===== config.mk =====
export PLATFORM = sky130hd
export DESIGN_NAME = spi_command_queue_flat
export DESIGN_NICKNAME = d
export VERILOG_FILES = /design/src/rtl/spi_command_queue_if.sv /design/src/rtl/spi_command_queue.sv /design/src/flat_wrapper.sv
export SDC_FILE = /design/constraint.sdc
export NUM_CORES = 1
export LEC_CHECK = 0
export ABC_AREA = 1
export CAP_MARGIN = 20
export CORE_MARGIN = 4
export CORE_UTILIZATION = 40
export DETAILED_ROUTE_END_ITERATION = 7
export GPL_ROUTABILITY_DRIVEN = 0
export GPL_TIMING_DRIVEN = 0
export HOLD_SLACK_MARGIN = 0.02
export PLACE_DENSITY = 0.64
export SYNTH_ARGS = -nofsm -noshare
export SYNTH_HDL_FRONTEND = slang
export SYNTH_SLANG_ARGS = --single-unit
export TNS_END_PERCENT = 10

===== constraint.sdc =====
create_clock -name clk -period 1.8 [get_ports clk]
set_clock_uncertainty 0.05 [all_clocks]
set_input_delay 0.27 -clock clk [delete_from_list [all_inputs] [get_ports clk]]
set_output_delay 0.27 -clock clk [all_outputs]
set_load 0.05 [all_outputs]

===== src/rtl/spi_command_queue_if.sv =====
// spi_command_queue_if
//   Groups the two handshakes around the command queue.
//   SPI side : spi_data / spi_data_valid in, spi_clear acknowledge out.
//   Cmd side : cmd_valid + decoded head fields out, cmd_ready in.
//   slave  modport : used by the queue itself.
//   master modport : used by whatever drives the SPI bytes and consumes commands.
interface spi_command_queue_if #(
  parameter int DATA_WIDTH = 8
);
  logic [DATA_WIDTH-1:0] spi_data;
  logic                  spi_data_valid;
  logic                  spi_clear;
  logic                  cmd_valid;
  logic                  cmd_ready;
  logic [1:0]            cmd_move;
  logic [2:0]            cmd_piece;
  logic                  cmd_move_valid;

  modport slave (
    input  spi_data, spi_data_valid, cmd_ready,
    output spi_clear, cmd_valid, cmd_move, cmd_piece, cmd_move_valid
  );

  modport master (
    output spi_data, spi_data_valid, cmd_ready,
    input  spi_clear, cmd_valid, cmd_move, cmd_piece, cmd_move_valid
  );
endinterface


===== src/rtl/spi_command_queue.sv =====
// spi_command_queue
//   Captures bytes from the SPI slave into a first-word-fall-through FIFO,
//   decodes the head into move / piece / valid fields for the game
//   executioner, produces the SPI clear pulse, a one-cycle game tick enable
//   and telemetry counters. Single clock domain, synchronous active-high reset.
// Ports
//   clk, reset          : clock, synchronous active-high reset
//   bus (slave)         : spi_data/spi_data_valid/spi_clear, cmd_valid/cmd_ready,
//                         cmd_move/cmd_piece/cmd_move_valid
//   game_tick           : one-cycle enable every TICK_DIV cycles
//   fifo_count          : FIFO occupancy 0..DEPTH
//   telemetry_accepted  : bytes pushed (wraps)
//   telemetry_dropped   : bytes lost to a full FIFO (saturates)
//   telemetry_ticks     : game ticks issued (wraps)
// Parameter constraints: DATA_WIDTH >= 6, DEPTH power of two >= 2, TICK_DIV >= 2.
module spi_command_queue #(
  parameter int DATA_WIDTH            = 8,
  parameter int DEPTH                 = 4,
  parameter int TICK_DIV              = 30000000,
  parameter int TELEMETRY_VALUE_WIDTH = 8
) (
  input  logic                             clk,
  input  logic                             reset,
  spi_command_queue_if.slave               bus,
  output logic                             game_tick,
  output logic [$clog2(DEPTH):0]           fifo_count,
  output logic [TELEMETRY_VALUE_WIDTH-1:0] telemetry_accepted,
  output logic [TELEMETRY_VALUE_WIDTH-1:0] telemetry_dropped,
  output logic [TELEMETRY_VALUE_WIDTH-1:0] telemetry_ticks
);

  localparam int PTR_W = $clog2(DEPTH);
  localparam int CNT_W = PTR_W + 1;
  localparam int DIV_W = $clog2(TICK_DIV);
  localparam int CMD_W = 6;  // only byte bits [5:0] carry meaning

  typedef struct packed {
    logic       move_valid;
    logic [2:0] piece;
    logic [1:0] move;
  } cmd_t;

  typedef enum logic [1:0] {
    IDLE     = 2'd0,
    CLEAR    = 2'd1,
    WAIT_LOW = 2'd2
  } cap_state_t;

  // ---------------------------------------------------------------------------
  // Capture FSM
  // ---------------------------------------------------------------------------
  cap_state_t state, state_nxt;
  logic       capture;
  logic       clear_pulse;

  always_ff @(posedge clk) begin
    if (reset) state <= IDLE;
    else       state <= state_nxt;
  end

  always_comb begin
    state_nxt = state;
    case (state)
      IDLE:     if (bus.spi_data_valid)  state_nxt = CLEAR;
      CLEAR:                             state_nxt = WAIT_LOW;
      // spi_data_valid is a level held until the slave sees the clear; wait
      // for it to drop so the same byte is not captured twice.
      WAIT_LOW: if (!bus.spi_data_valid) state_nxt = IDLE;
      default:                           state_nxt = IDLE;
    endcase
  end

  always_comb begin
    capture     = 1'b0;
    clear_pulse = 1'b0;
    case (state)
      IDLE:    capture     = bus.spi_data_valid;
      CLEAR:   clear_pulse = 1'b1;
      default: ;
    endcase
  end

  // Reset lands on the clock edge, so the state may still read CLEAR during
  // the reset cycle; mask it so spi never sees an ack while we are in reset.
  assign bus.spi_clear = clear_pulse & ~reset;

  // ---------------------------------------------------------------------------
  // FIFO
  // ---------------------------------------------------------------------------
  logic [CMD_W-1:0] mem [DEPTH];
  logic [PTR_W-1:0] wr_ptr, rd_ptr;
  logic             full, pop, push, drop;

  assign bus.cmd_valid = (fifo_count != '0);
  assign full          = (fifo_count == CNT_W'(DEPTH));
  assign pop           = bus.cmd_valid & bus.cmd_ready;
  // A pop in the same cycle frees a slot, so a push onto a full FIFO is
  // still accepted when the consumer is taking the head.
  assign push          = capture & (~full | pop);
  assign drop          = capture & full & ~pop;

  // Storage carries no reset; occupancy alone defines what is valid.
  always_ff @(posedge clk) begin
    if (push) mem[wr_ptr] <= bus.spi_data[CMD_W-1:0];
  end

  always_ff @(posedge clk) begin
    if (reset) begin
      wr_ptr     <= '0;
      rd_ptr     <= '0;
      fifo_count <= '0;
    end else begin
      if (push) wr_ptr <= wr_ptr + PTR_W'(1);
      if (pop)  rd_ptr <= rd_ptr + PTR_W'(1);
      case ({push, pop})
        2'b10:   fifo_count <= fifo_count + CNT_W'(1);
        2'b01:   fifo_count <= fifo_count - CNT_W'(1);
        default: ;
      endcase
    end
  end

  generate
    if (DATA_WIDTH > CMD_W) begin : g_unused_hi
      logic unused_hi;
      assign unused_hi = ^bus.spi_data[DATA_WIDTH-1:CMD_W];
    end
  endgenerate

  // ---------------------------------------------------------------------------
  // Head decode
  // ---------------------------------------------------------------------------
  logic [CMD_W-1:0] head_byte;
  cmd_t             head_cmd, held_cmd, out_cmd;

  assign head_byte           = mem[rd_ptr];
  assign head_cmd.move       = head_byte[1:0];
  // Piece code 7 is not a real piece; it maps onto HERO (0).
  assign head_cmd.piece      = (head_byte[4:2] == 3'b111) ? 3'd0 : head_byte[4:2];
  assign head_cmd.move_valid = head_byte[5];

  // When the FIFO drains, keep presenting the last head instead of whatever
  // stale entry the read pointer now lands on.
  always_ff @(posedge clk) begin
    if (reset)              held_cmd <= '0;
    else if (bus.cmd_valid) held_cmd <= head_cmd;
  end

  assign out_cmd            = bus.cmd_valid ? head_cmd : held_cmd;
  assign bus.cmd_move       = out_cmd.move;
  assign bus.cmd_piece      = out_cmd.piece;
  assign bus.cmd_move_valid = out_cmd.move_valid;

  // ---------------------------------------------------------------------------
  // Game tick divider
  // ---------------------------------------------------------------------------
  logic [DIV_W-1:0] div_cnt;
  logic             tick_hit;

  assign tick_hit  = (div_cnt == DIV_W'(TICK_DIV - 1));
  assign game_tick = tick_hit & ~reset;

  always_ff @(posedge clk) begin
    if (reset)         div_cnt <= '0;
    else if (tick_hit) div_cnt <= '0;
    else               div_cnt <= div_cnt + DIV_W'(1);
  end

  // ---------------------------------------------------------------------------
  // Telemetry
  // ---------------------------------------------------------------------------
  always_ff @(posedge clk) begin
    if (reset) begin
      telemetry_accepted <= '0;
      telemetry_dropped  <= '0;
      telemetry_ticks    <= '0;
    end else begin
      if (push)
        telemetry_accepted <= telemetry_accepted + TELEMETRY_VALUE_WIDTH'(1);
      if (drop && (telemetry_dropped != '1))
        telemetry_dropped  <= telemetry_dropped + TELEMETRY_VALUE_WIDTH'(1);
      if (tick_hit)
        telemetry_ticks    <= telemetry_ticks + TELEMETRY_VALUE_WIDTH'(1);
    end
  end

endmodule


===== src/flat_wrapper.sv =====
// flat-port wrapper written by rule: the top's interface ports become plain ports
module spi_command_queue_flat 
#(
  parameter int DATA_WIDTH            = 8,
  parameter int DEPTH                 = 4,
  parameter int TICK_DIV              = 30000000,
  parameter int TELEMETRY_VALUE_WIDTH = 8
)
  (clk, reset, game_tick, fifo_count, telemetry_accepted, telemetry_dropped, telemetry_ticks, bus_spi_data, bus_spi_data_valid, bus_cmd_ready, bus_spi_clear, bus_cmd_valid, bus_cmd_move, bus_cmd_piece, bus_cmd_move_valid);
  spi_command_queue_if #(.DATA_WIDTH(DATA_WIDTH)) bus_i ();
  input  logic clk;
  input  logic reset;
  output logic game_tick;
  output logic [$clog2(DEPTH):0] fifo_count;
  output logic [TELEMETRY_VALUE_WIDTH-1:0] telemetry_accepted;
  output logic [TELEMETRY_VALUE_WIDTH-1:0] telemetry_dropped;
  output logic [TELEMETRY_VALUE_WIDTH-1:0] telemetry_ticks;
  input wire logic [$bits(bus_i.spi_data)-1:0] bus_spi_data;
  input wire logic [$bits(bus_i.spi_data_valid)-1:0] bus_spi_data_valid;
  input wire logic [$bits(bus_i.cmd_ready)-1:0] bus_cmd_ready;
  output wire logic [$bits(bus_i.spi_clear)-1:0] bus_spi_clear;
  output wire logic [$bits(bus_i.cmd_valid)-1:0] bus_cmd_valid;
  output wire logic [$bits(bus_i.cmd_move)-1:0] bus_cmd_move;
  output wire logic [$bits(bus_i.cmd_piece)-1:0] bus_cmd_piece;
  output wire logic [$bits(bus_i.cmd_move_valid)-1:0] bus_cmd_move_valid;
  assign bus_i.spi_data = bus_spi_data;
  assign bus_i.spi_data_valid = bus_spi_data_valid;
  assign bus_i.cmd_ready = bus_cmd_ready;
  assign bus_spi_clear = bus_i.spi_clear;
  assign bus_cmd_valid = bus_i.cmd_valid;
  assign bus_cmd_move = bus_i.cmd_move;
  assign bus_cmd_piece = bus_i.cmd_piece;
  assign bus_cmd_move_valid = bus_i.cmd_move_valid;
  spi_command_queue #(.DATA_WIDTH(DATA_WIDTH), .DEPTH(DEPTH), .TICK_DIV(TICK_DIV), .TELEMETRY_VALUE_WIDTH(TELEMETRY_VALUE_WIDTH)) u_core (.clk(clk), .reset(reset), .bus(bus_i), .game_tick(game_tick), .fifo_count(fifo_count), .telemetry_accepted(telemetry_accepted), .telemetry_dropped(telemetry_dropped), .telemetry_ticks(telemetry_ticks));
endmodule

Word level (Yosys, flattened, before mapping)
Memory sizes are Yosys's and may differ from the RTL's. A register that Yosys moved wholly into a read port is not among the register bits.
Cells that the tools add are included.
{"block": "totals", "regBits": 64, "latch_bits": 0, "ramBits": 24, "romBits": 0, "elab_cells": 58, "n_memories": 1}
{"memory": "u_core.mem", "words": 4, "word_bits": 6, "read_ports": 1, "rd_ports_with_merged_regs": 1, "wr": 1, "line_no": "spi_command_queue.sv:90", "source": "logic [CMD_W-1:0] mem [DEPTH];"}
{"block": "classes", "n_addsub": 8, "n_mul": 0, "div_mod_pow": 0, "magnitude_cmp": 0, "n_eq_ne": 10, "shifts": 0, "mux": 12, "bitwise_logic": 10, "n_reduce_logical": 6}
{"op": "$add A25 B1 Y25 const B", "count": 1}
{"op": "$eq A25 B25 Y1 const B", "count": 1}
{"op": "$add A8 B1 Y8 const B", "count": 3}
{"op": "$mux W2", "count": 4}
{"op": "$ne A8 B8 Y1 const B", "count": 1}
{"op": "$and A1 B1 Y1", "count": 6}
{"op": "$eq A3 B3 Y1 const B", "count": 2}
{"op": "$mux W6", "count": 1}
{"op": "$pmux W2 S3", "count": 1}
{"op": "$pmux W3 S2", "count": 1}
{"op": "$add A2 B1 Y2 const B", "count": 2}
{"op": "$eq A2 B1 Y1 const B", "count": 2}
{"op": "$eq A2 B2 Y1 const B", "count": 2}
{"op": "$mux W1", "count": 4}
{"op": "$ne A2 B2 Y1 const B", "count": 2}
{"op": "$add A3 B1 Y3 const B", "count": 1}
{"op": "$mux W3", "count": 1}
{"op": "$not A1 Y1", "count": 3}
{"op": "$reduce_bool A3 Y1", "count": 1}
{"op": "$sub A3 B1 Y3 const B", "count": 1}
{"op": "$logic_not A2 Y1", "count": 1}
{"op": "$reduce_and A2 Y1", "count": 1}
{"op": "$reduce_bool A2 Y1", "count": 1}
{"op": "$reduce_or A2 Y1", "count": 1}
{"op": "2 further kinds", "count": 2}

Depth between registers and ports, before layout
{"block": "logic_depth", "word_depth": 6, "depth_mapped": 11, "ltp_nobuf": 11}

Least setup slack after synthesis
No wires, ideal clock.
{"block": "synth_timing", "path_type": "reg-to-output", "start": "register u_core.div_cnt[0]", "end": "output game_tick", "t_arrival_ns": 2.248, "slack_ns": -0.768, "stages_incl_launch_ff": 4, "path_buffers": 0, "cell_sequence": "dfxtp_1 -> ha_1 -> nand2_1 -> nor4_1"}
{"block": "synth_via", "elab_chain_cells": 2}
{"item": "start: declaration", "line_no": "spi_command_queue.sv:157", "source": "logic [DIV_W-1:0] div_cnt;"}
{"item": "start signal: assignment", "line_no": "spi_command_queue.sv:166", "source": "else div_cnt <= div_cnt + DIV_W'(1);"}
{"item": "$eq A25 B25 Y1", "line_no": "spi_command_queue.sv:160", "source": "assign tick_hit = (div_cnt == DIV_W'(TICK_DIV - 1));"}
{"item": "$and A1 B1 Y1", "line_no": "spi_command_queue.sv:161", "source": "assign game_tick = tick_hit & ~reset;"}
{"item": "end: declaration", "line_no": "flat_wrapper.sv:13", "source": "output logic game_tick;"}
Every way passes these cells.

==> impl_metrics.env <==
export IMPL_htree_levels=3
export IMPL_routed_wl_um=10300
export IMPL_hold_path_depth=1
export IMPL_cp_required_ns=1.48
export IMPL_critPathMostFrequentCell="nand2_2"
export IMPL_ir_worst_vdd_mv=0.527
export IMPL_rr_startpoint="u_core.fifo_count[1]"
export IMPL_period_share_pct=106
export IMPL_io_pins=48
export IMPL_synth_fa_ha_area_share_pct=2.70
export IMPL_wl_per_cell_um=12.8
export IMPL_setup_viol=4
export IMPL_drt_iter0_drc=188
export IMPL_via_per_inst=4.92
export IMPL_hp_start="u_core.div_cnt[0]"
export IMPL_leakage_nw=2.29
export IMPL_antenna_cells=0
export IMPL_synth_area_mux_share_pct=0
export IMPL_startpoint_type="register"
export IMPL_die_h_um=114
export IMPL_critPathArrivalTime_ns=1.58
export IMPL_status="complete, but fails checks"
export IMPL_post_dp_hpwl_um=7270
export IMPL_yosys_top_cells_count="nand2_1 (183), nor2_1 (72), dfxtp_1 (66)"
export IMPL_path_class="reg2out"
export IMPL_synth_most_common_cell="nand2_1"
export IMPL_syn_num_nets=607
export IMPL_ys_top_cells_by_area="dfxtp_1 (30%), edfxtp_1 (16%), nand2_1 (15%)"
export IMPL_cp_max_fo=5
export IMPL_start_util_pct=40.9
export IMPL_track_usage_pct=16.7
export IMPL_synth_edf_count=24
export IMPL_timing_rr_end="u_core.fifo_count[2]"
export IMPL_preCtsSetupSlack_ns=-0.746
export IMPL_ys_seq_area_share_pct=45.8
export IMPL_max_cap_violations=0
export IMPL_r2r_cells=11
export IMPL_min_to="u_core.div_cnt[0]"
export IMPL_crit_chain="inv_4 > buf_8 > nand2_2 > nand2_1 > nand2_1 > nand2_2 > nand3_2 > nand2_2 > nand2_2 > buf_8"
export IMPL_fin_nets=679
export IMPL_finalCriticalPeriod_ns=1.90
export IMPL_violations="setup timing"
export IMPL_worst_slack_ns=-0.0993
export IMPL_crit_slowest_cell="dfxtp_4"
export IMPL_clock_latency_ns=0.36
export IMPL_avgSynthCellArea_sq_um=7.60
export IMPL_tightest_slew_ns=0.682
export IMPL_synth_area_leader_cell="dfxtp_1"
export IMPL_route_detailed_drc=0
export IMPL_async_flop_share_pct=0
export IMPL_antenna_found_initial=0
export IMPL_max_stage_delay_ns=0.37
export IMPL_synth_flop_cell="dfxtp_1"
export IMPL_hold_class="reg2reg"
export IMPL_rows=38
export IMPL_p_per_area_nw_per_um2=948
export IMPL_synth_compound_area_share_pct=9.19
export IMPL_synth_top_family_by_area="simple AND/OR/NAND/NOR gates"
export IMPL_num_vias=3947
export IMPL_drive_above_1_share_pct=22.0
export IMPL_r2r_slack_ns=0.09
export IMPL_total_power_mw=5.34
export IMPL_synthSimpleGateAreaFrac_pct=32.5
export IMPL_clk_path_buf_depth=2
export IMPL_area_growth_pct=26.5
export IMPL_critPathTopFamily="simple AND/OR/NAND/NOR gates"
export IMPL_grt_max_degree=15
export IMPL_dieWidth_um=114
export IMPL_grt_pass1_vias=3811
export IMPL_drtAntennaViolNets=0
export IMPL_clk_pin_slew_worst_paths_ns=0.09
export IMPL_synth_top_area_share_pct=29.7
export IMPL_ys_ff_latch=90
export IMPL_syn_instance_count=586
export IMPL_ys_types=33
export IMPL_yosysWarnings=0
export IMPL_core_sq_um=10900
export IMPL_cts_buffers=9
export IMPL_drt_pass1_iter_count=4
export IMPL_syn_cell_area_sq_um=4450
export IMPL_cts_tree="yes"
export IMPL_die_area_sq_um=12900
export IMPL_timing_fmax_ghz=0.527
export IMPL_cts_sinks=90
export IMPL_portBuffers=45
export IMPL_grt_first_pass_wirelength_um=17300
export IMPL_endpoint_kind="output pin"
export IMPL_hold_viol_final=0
export IMPL_relSlewSlack_pct=54.5
export IMPL_rsz0062_at_grt="yes"
export IMPL_cts_hold_buffers=0
export IMPL_fillers=1045
export IMPL_hold_worst_slack_ns=0.392
export IMPL_cts_root_buf="clkbuf_8"
export IMPL_synthXorXnorAreaFrac_pct=3.34
export IMPL_critPathBufInv=3
export IMPL_grt_ovfl_total=0
export IMPL_finalMaxSlewViolations=0
==> state kept, by name, summed over array words and instances (netlist names), named ones only <==
signal                     count
u_core.div_cnt                25
u_core.fifo_count              3
u_core.held_cmd                6
u_core.mem                    24
u_core.rd_ptr                  2
u_core.state                   2
u_core.telemetry_accepted      8
u_core.telemetry_dropped       8
u_core.telemetry_ticks         8
u_core.wr_ptr                  2
==> routing by layer <==
layer	vias to the layer above	share of wire [%]	global-route usage, %
li1	2028	-	-
met1	1822	46	21.3
met2	76	48	27.4
met3	21	3.9	3.66
met4	0	2.8	6.97
met5	-	0	0
==> worst max-delay path by stage <==
stage	endpoint	depth (start not counted)	slack, ns
after floorplan	bus_spi_clear	2	-0.11
after global placement	game_tick	4	-0.75
after detailed placement	game_tick	4	-0.75
after CTS	game_tick	6	-0.15
after global routing	bus_cmd_piece[0]	10	-0.21
final	bus_cmd_piece[0]	10	-0.1
==> power by group <==
part | internal [mW] | switching, mW
Combinational | 0.663 | 1.16
Sequential | 2.23 | 0.0908
Clock | 0.498 | 0.705
Total | 3.39 | 1.95
==> area by class of cell <==
cell class              instances  area [sq um]  area share (%)
repair buffers                 61           559            9.93
flip-flops and latches         90          2080            36.9
well taps                     140           175            3.11
inverters                      58           226            4.02
clock inverters                 5          31.3           0.555
multi-input cells             429          2340            41.5
plain buffers                   9          93.8            1.67
clock buffers                  11           131            2.33
==> cells by family after synthesis <==
family | count (synthesis)
xor gates and xnor gates | 17
buffers and inverters | 67
DFF | 90
AOI/OAI and AO/OA | 73
adders and majority gates | 9
and+or+nand+nor | 330
==> repair_timing <==
action                     CTS  global route
pin swaps                    8            13
setup endpoints to repair   80            58
resized for setup          129            51
buffers inserted             6             9
gates cloned                 1             0
==> layout by cell type (no fill, tap or decap), drive strengths merged <==
cell / synthesis / routed
a211oi: 1 / 1
a21boi: 1 / 1
a21oi: 45 / 45
and3: 2 / 2
buf: 4 / 29
clkbuf: 5 / 15
clkdlybuf4s50: 0 / 9
clkinv: 0 / 4
clkinvlp: 0 / 2
dfxtp: 66 / 66
dlygate4sd2: 0 / 28
edfxtp: 24 / 24
fa: 1 / 1
ha: 8 / 8
inv: 58 / 57
nand2: 187 / 187
nand3: 35 / 35
nand3b: 6 / 6
nand4: 5 / 5
nor2: 89 / 89
nor3: 5 / 5
nor4: 1 / 1
o21ai: 21 / 21
o21bai: 2 / 2
o22ai: 3 / 3
xnor2: 6 / 6
xor2: 11 / 11
==> metrics by stage <==
stage	cell area, sq um	setup TNS, ns	std cells	utilization, %
final	5630	-0.319	803	51.7
after CTS	5450	-0.492	794	50.1
after floorplan	4520	-0.107	586	-
after detailed placement	5140	-27.93	771	47.2
after global placement	5140	-27.54	771	47.2
after global routing	5630	-1.07	803	51.7
Power figures use the tool's default switching activity.
